===== src/rtl/reg_file.sv =====
// Architectural register file: one partial-width write port, two registered read ports,
// and a per-register pending-write scoreboard. Define REGFILE_BYPASS_EN to forward same-cycle writes to reads.
module reg_file_entry #(
  parameter int WIDTH  = 32,
  parameter bit BYPASS = 1'b0
) (
  input  logic             clk,
  input  logic             rst,
  input  logic             wr_hit,
  input  logic [1:0]       w_mode,
  input  logic [WIDTH-1:0] data,
  input  logic             set_hit,
  output logic [WIDTH-1:0] rd_val,
  output logic             busy_rd
);
  logic [WIDTH-1:0] q, merged, q_nxt;
  logic             busy;

  always_comb begin
    merged = q;
    case (w_mode)
      2'd0:    merged = data;
      2'd1:    merged[15:0] = data[15:0];
      2'd2:    merged[7:0] = data[7:0];
      default: merged = q;
    endcase
  end

  assign q_nxt   = wr_hit ? merged : q;
  assign rd_val  = BYPASS ? q_nxt : q;
  // Any write retires the pending destination; the read sees the cleared state.
  assign busy_rd = busy & ~wr_hit;

  always_ff @(posedge clk or posedge rst) begin
    if (rst) begin
      q    <= '0;
      busy <= 1'b0;
    end else begin
      q    <= q_nxt;
      busy <= set_hit | busy_rd;
    end
  end
endmodule

module reg_file #(
  parameter int WIDTH        = 32,
  parameter int REG_ADDR_LEN = 5,
  parameter int NUM_REGS     = 32
) (
  input  logic                    clk,
  input  logic                    rst,
  input  logic                    wr_en,
  input  logic [REG_ADDR_LEN-1:0] Addr,
  input  logic [WIDTH-1:0]        Data,
  input  logic [1:0]              w_mode,
  input  logic                    rd_en,
  input  logic [REG_ADDR_LEN-1:0] rd_addr_a,
  input  logic [REG_ADDR_LEN-1:0] rd_addr_b,
  output logic [WIDTH-1:0]        rd_data_a,
  output logic [WIDTH-1:0]        rd_data_b,
  input  logic                    busy_set_en,
  input  logic [REG_ADDR_LEN-1:0] busy_set_addr,
  output logic                    busy_a,
  output logic                    busy_b,
  output logic                    wmode_err
);
`ifdef REGFILE_BYPASS_EN
  localparam bit BYPASS = 1'b1;
`else
  localparam bit BYPASS = 1'b0;
`endif

  typedef struct packed {
    logic                    en;
    logic [REG_ADDR_LEN-1:0] addr;
    logic [WIDTH-1:0]        data;
    logic [1:0]              mode;
  } wr_req_t;

  wr_req_t wr;
  assign wr = '{en: wr_en, addr: Addr, data: Data, mode: w_mode};

  logic [NUM_REGS-1:0][WIDTH-1:0] rd_val;
  logic [NUM_REGS-1:0]            busy_rd;
  logic [NUM_REGS-1:0]            wr_hit, set_hit;

  genvar i;
  generate
    for (i = 0; i < NUM_REGS; i++) begin : g_reg
      if (i == 0) begin : g_zero
        // r0 is hardwired: no storage, never busy.
        assign wr_hit[i]  = 1'b0;
        assign set_hit[i] = 1'b0;
        assign rd_val[i]  = '0;
        assign busy_rd[i] = 1'b0;
      end else begin : g_ent
        assign wr_hit[i]  = wr.en && (wr.addr == REG_ADDR_LEN'(i));
        assign set_hit[i] = busy_set_en && (busy_set_addr == REG_ADDR_LEN'(i));
        reg_file_entry #(.WIDTH(WIDTH), .BYPASS(BYPASS)) u_ent (
          .clk     (clk),
          .rst     (rst),
          .wr_hit  (wr_hit[i]),
          .w_mode  (wr.mode),
          .data    (wr.data),
          .set_hit (set_hit[i]),
          .rd_val  (rd_val[i]),
          .busy_rd (busy_rd[i])
        );
      end
    end
  endgenerate

  always_ff @(posedge clk or posedge rst) begin
    if (rst) begin
      rd_data_a <= '0;
      rd_data_b <= '0;
      busy_a    <= 1'b0;
      busy_b    <= 1'b0;
    end else if (rd_en) begin
      rd_data_a <= rd_val[rd_addr_a];
      rd_data_b <= rd_val[rd_addr_b];
      busy_a    <= busy_rd[rd_addr_a];
      busy_b    <= busy_rd[rd_addr_b];
    end
  end

  // Reserved-mode writes to r0 are dropped like any other r0 write, so they do not flag.
  always_ff @(posedge clk or posedge rst) begin
    if (rst) wmode_err <= 1'b0;
    else     wmode_err <= wr.en && (wr.mode == 2'd3) && (wr.addr != '0);
  end
endmodule


===== config.mk =====
export PLATFORM = sky130hd
export DESIGN_NAME = reg_file
export DESIGN_NICKNAME = d
export VERILOG_FILES = /design/src/rtl/reg_file.sv
export SDC_FILE = /design/constraint.sdc
export NUM_CORES = 2
export LEC_CHECK = 0
export BUFFER_PORTS_ARGS = -buffer_cell sky130_fd_sc_hd__buf_4
export CORE_MARGIN = 3
export CORE_UTILIZATION = 55
export DETAILED_ROUTE_END_ITERATION = 10
export HOLD_SLACK_MARGIN = 0.03
export PLACE_DENSITY = 0.71
export REMOVE_ABC_BUFFERS = 1
export SLEW_MARGIN = 5
export SYNTH_ARGS = -nofsm -noshare
export SYNTH_HDL_FRONTEND = slang
export SYNTH_HIERARCHICAL = 1
export SYNTH_SLANG_ARGS = --single-unit

===== constraint.sdc =====
create_clock -name clk -period 4.53 [get_ports clk]
set_input_delay 0.2265 -clock clk [delete_from_list [all_inputs] [get_ports clk]]
set_output_delay 0.2265 -clock clk [all_outputs]
set_load 0.05 [all_outputs]

; Yosys cells after proc, flatten, opt, wreduce, memory -nomap -nowiden
; Index checks and enable logic that the tools add are counted.
[classes]
order_cmp = 2
n_eq_ne = 65
muxes = 8
n_bitwise = 93
reduce_logical = 161
[op_table]
columns = op, count
row1 = binary-select mux 32 bit (select 5 bit), 2
row2 = AND reduction 2 bit, 93
row3 = equality test 5 bit (second input constant), 32
row4 = equality test 5 x 4 -> 1 bit (second input constant), 16
row5 = logical AND 1 bit, 64
row6 = two-way mux 32 bit, 2
row7 = equality test 5 x 3 -> 1 bit (second input constant), 8
row8 = AND 1 bit, 31
row9 = inverter 1 bit, 31
row10 = bitwise OR 1 bit, 31
row11 = equality test 5 x 2 -> 1 bit (second input constant), 4
row12 = less-than comparator 5 x 6 -> 1 bit (second input constant), 2
row13 = binary-select mux 1 bit (select 5 bit), 2
row14 = equality test 5 x 1 -> 1 bit (second input constant), 2
row15 = nonzero test 5 bit, 1
row16 = equality test 2 bit (second input constant), 2
row17 = OR reduction 3 bit, 1
row18 = equality test 2 x 1 -> 1 bit (second input constant), 1
row19 = logical NOT 2 bit, 1
row20 = two-way mux 1 bit, 2
row21 = OR reduction 2 bit, 1
[totals]
reg_bits = 1090
input_bits = 59
output_inout_bits = 67
elab_cells = 458

; Depth between registers and ports, before layout
[depth]
ltp_word = 6
depth_mapped = 10
mapped_depth_nobuf = 9

; Hierarchy
; The synthesis kept the hierarchy.
[by_module_without_submodules]
columns = module, instances, cells_each, area_per_inst_um2, seq_area_each_um2
row1 = reg_file_entry, 31, 73, 1256.2, 825.8
row2 = reg_file, 1, 1567, 19064.5, 1676.6

; Worst setup path before layout
; No wires, ideal clock.
[synth_path]
path_kind = input-to-reg
startpoint = in Addr[0]
endpoint = reg busy_a
setup_ns = 0.133
arrival_time_ns = 2.274
t_required_ns = 4.397
path_slack_ns = 2.122
path_stages = 10
path_buffers = 1
path_cell_list = clkbuf_1 > nand2b_1 > nand2b_1 > nor3_1 > and2b_1 > mux2_2 > a221oi_1 > nor2_1 > o311ai_0 > nand3_1
[synth_between]
elab_chain_cells = 6
word_cells_on_any_way = 126
classes_between = 31 x eq/ne / 2 x mux / 62 x bitwise / 31 x reduce/logical
[synth_lines]
columns = element, line
row1 = from (decl), 53  ; input logic [REG_ADDR_LEN-1:0] Addr,
row2 = equality test 5 x 1 -> 1 bit, 97  ; assign wr_hit[i] = wr.en && (wr.addr == REG_ADDR_LEN'(i));
row3 = logical AND 1 bit, 97
row4 = named net wr_hit[1], 85  ; logic [NUM_REGS-1:0] wr_hit, set_hit;
row5 = inverter 1 bit, 32  ; assign busy_rd = busy & ~wr_hit;
row6 = AND 1 bit, 32
row7 = named net busy_rd[1], 84  ; logic [NUM_REGS-1:0] busy_rd;
row8 = binary-select mux 1 bit (select 5 bit), 122  ; busy_a <= busy_rd[rd_addr_a];
row9 = two-way mux 1 bit (implied by the code), 122
row10 = to (signal assigned), 122
row11 = to (decl), 63  ; output logic busy_a,
; The timed path passes the listed nets, and every way through them passes these cells. The select of a mux whose other input is x is not followed.
; A chain may end at the register's enable or synchronous reset.

; Worst setup path after layout
[layout_path]
startpoint = in wr_en
endpoint = reg g_reg[2].g_ent.u_ent.q[17]
[layout_between]
elab_chain_cells = 2
[layout_lines]
columns = element, line
row1 = from (decl), 52  ; input logic wr_en,
row2 = logical AND 1 bit, 97
row3 = named net wr_hit[2], 85
row4 = AND reduction 2 bit (no source line), --
row5 = to (signal assigned), 39  ; q <= q_nxt;
row6 = to (decl), 16  ; logic [WIDTH-1:0] q, merged, q_nxt;
; The timed path passes the listed nets, and every way through them passes these cells.

==> flow_summary.yaml <==
place:
  routabilityCongestion: 0.9716
  place_hpwl_mm: 123.1
  place_area_um2: 60380
  io_buffers: 125
clock_network:
  cts-resized-gates: 0
  cts_tree: "built"
  cts-buffers-inserted: 116
  htree_levels: 3
  worstSkewPairLatency_ns: 0.73
  clk_pin_slew_ns: 0.06
  max-clock-path-buffers: 3
  cts-root-buf: "clkbuf_16"
  clock-sinks: 1090
floorplan:
  io_pins: 126
  fp.dieW_um: 330.8
  initial_core_util_pct: 55.73
  core-area_um2: 104100
  design.die.area_um2: 109400
  rows: 118
  die-height_um: 330.8
global_route:
  grt_overflow: 0
  grt_max_degree: 107
  first_global_vias: 40161
  antenna_found_initial: 3
  grtUsageTotal_pct: 36.45
  grt_pass1_wl_mm: 285.5
power:
  p_int_uw: 19360
  pwr-share-comb_pct: 17.3
  swShare_pct: 27.53
  p_leak_uw: 0.02867
  p_per_area_nw_per_um2: 413.2
  ir_drop_uv: 339.2
  power.net_switching_uw: 7354
  clock_power_share_pct: 38.3
  seqPwrFrac_pct: 44.3
synth:
  synth_top_area_cell: "dfrtp_1"
  syn_area_per_cell_um2: 15.15
  synth_warnings: 6
  ys_ff_latch: 1090
  synth_cell_type_count: 39
  synth_cells: 3830
  yosysSeqAreaShare_pct: 47.02
  synth_area_um2: 58010
  synthTopCellsByArea: "dfrtp_1 (47%), mux2_2 (22%), mux4_2 (18%), a221oi_1 (1.0%), nor3b_4 (1.0%)"
  synth_top_area_share_pct: 47.02
critical_path:
  cp.required_ns: 5.12
  crit_fanout: 16
  cp.arrival_ns: 3.68
  worstSetupPathType: "input pin to flip-flop"
  worstSetupStartpointType: "input pin"
  crit_path_end_kind: "flip-flop"
detailed_routing:
  ant_nets: 0
  drt_iter0_markers: 4609
  drcViolationCount: 0
  wl_per_cell_um: 36.34
  wirelength_mm: 197.2
  vias: 39503
  firstDrtPassIters: 6
  viasPerCell: 7.282
timing:
  final_period_minus_worst_setup_slack_ns: 3.085
  max_freq_mhz: 324.1
  fin_crit_sh_pct: 68.11
  tns_ns: 0
  slew_violations: 0
  setup_viol: 0
  rsz0062_at_grt: "no"
  finalHoldViolCount: 0
  worst_pin_slew_ns: 1.393
  slew_headroom_pct: 5.957
  skew_ns: 0.03593
finish:
  drive_gt1_share_pct: 54.00
  syn_to_final_growth_pct: 11.47
  fin_nets: 4001
  final_area_um2: 64660
min_path:
  hold_class: "input pin to flip-flop"
job:
  drv_cap: 0
outcome:
  outcome: "complete, no violations"
state kept, by name (all words and copies together), names as in the netlist:
| name | flops |
|---|---|
| wmode_err | 1 |
| g.g_ent.u_ent/busy | 31 |
| busy_b | 1 |
| g.g_ent.u_ent/rd_val | 992 |
| busy_a | 1 |
| rd_data_b | 32 |
| rd_data_a | 32 |
power by group through the flow:
stage / Combinational (µW) / Clock (µW) / Sequential (µW)
2_1_floorplan: 2780 / 0 / 11900
3_3_place_gp: 4460 / 0 / 11900
3_5_place_dp: 4550 / 0 / 12000
4_1_cts: 4580 / 10300 / 11800
5_1_grt: 4870 / 10700 / 12000
6_report: 4630 / 10200 / 11800
path summary, 6_finish.rpt:
check / startpoint / slack (ns) / cells after the start / endpoint
setup / recovery: wr_en / 1.44 / 7 / g_reg[2].g_ent.u_ent/rd_val[17]$_DFFE_PP0P_
hold / removal: Data[12] / 0.07 / 2 / g_reg[1].g_ent.u_ent/rd_val[12]$_DFFE_PP0P_
setup reg to reg: g_reg[1].g_ent.u_ent/rd_val[18]$_DFFE_PP0P_ / 2.01 / 5 / rd_data_a[18]$_DFFE_PP0P_
hold reg to reg: rd_data_a[0]$_DFFE_PP0P_ / 0.49 / 2 / rd_data_a[0]$_DFFE_PP0P_
max in group asynchronous: rst / 2.86 / 4 / rd_data_a[26]$_DFFE_PP0P_
min in group asynchronous: rst / 0.28 / 3 / g_reg[11].g_ent.u_ent/busy$_DFF_PP0_
cell usage in the layout (no fill, tap or decap), drive strengths merged, types with 23 or more instances in the layout:
cell type / instances
nor2: 144
o31ai: 24
a221o: 38
or2: 35
nor3b: 31
dfrtp: 1090
mux2: 1120
buf: 260
inv: 38
clkbuf: 170
a21boi: 31
a2111oi: 31
a211oi: 23
mux2i: 37
mux4: 463
nand3: 30
o221ai: 32
nand2: 77
a221oi: 68
and2b: 31
clkinv: 29
nor2b: 70
critical path, stage by stage:
cell and delay [ns]:
dlygate4sd3_1 0.56, buf_4 0.15, nor2b_1 0.31, nand2b_1 0.30, nor3_1 0.58, nor3b_4 1.12, mux2_2 0.43
metal layers:
metal	GRT usage [%]	share of wire, %	vias up
met5	0	0.0041	-
met4	15.64	4.9	2
met3	11.64	12	544
met2	53.90	45	2544
met1	49.96	39	21167
li1	-	-	15246
cell usage after synthesis:
| library cell | instances |
|---|---|
| a2111oi_0 | 31 |
| a221oi_1 | 68 |
| nand3_1 | 30 |
| nand2_1 | 77 |
| a311o_1 | 19 |
| nor3b_4 | 31 |
| nand4_1 | 2 |
| buf_6 | 39 |
| a211oi_1 | 23 |
| o221ai_1 | 32 |
| nand4b_1 | 2 |
| or2_2 | 35 |
| buf_4 | 17 |
| inv_2 | 1 |
| and2b_1 | 31 |
| mux2_2 | 1120 |
| o22ai_1 | 17 |
| a21oi_1 | 10 |
| a22oi_1 | 12 |
| nor3_1 | 16 |
| a21boi_2 | 31 |
| o21bai_1 | 2 |
| mux2i_1 | 37 |
| buf_2 | 94 |
| clkbuf_1 | 112 |
| a31oi_1 | 3 |
| o311a_1 | 5 |
| o31ai_1 | 24 |
| buf_1 | 17 |
| and2_1 | 2 |
| mux4_2 | 463 |
| nor2b_1 | 70 |
| nor2_1 | 144 |
| o21ai_0 | 18 |
| o311ai_0 | 19 |
| a221o_1 | 38 |
| dfrtp_1 | 1090 |
| inv_1 | 34 |
| nand2b_1 | 14 |
layout make-up:
class / instances / area (µm²)
inverter: 35 / 132.6
fill: 7733 / 39430
antenna: 4 / 10.01
timing repair buffer: 273 / 2261
multi-input combinational: 2426 / 29110
tap: 1380 / 1727
sequential: 1090 / 27280
clock buffer: 170 / 3497
clock inverter: 47 / 646.9
cells by family after synthesis:
logic type	after synthesis	synth area share (%)
flip-flops	1090	47.02
multiplexers	1620	40.36
buffers and inverters	314	2.849
AO/OA/AOI/OAI	352	5.183
AND/OR/NAND/NOR	454	4.588
what timing repair did:
| item | 4_1_cts | 5_1_grt |
|---|---|---|
| hold buffers | 13 | 0 |
| endpoints found under the setup margin | 0 | 0 |
| hold endpoints to repair | 450 | 0 |
| buffers inserted | 0 | 0 |
metrics by stage:
step | worst slack (ns) | instances | power, µW | util, % | hold slack (ns)
final | 1.445 | 5425 | 26720 | 62.12 | 0.06506
after global routing | 1.287 | 5421 | 27570 | 62.11 | 0.06393
after CTS | 1.605 | 5421 | 26700 | 62.11 | 0.03019
after detailed placement | 1.440 | 5191 | 16500 | 58.00 | 0.4433
after global placement | 1.450 | 5191 | 16350 | 58.00 | 0.4403
after floorplan | 2.236 | 3551 | 14650 | - | 0.3489
(Power assumes the default switching activity.)
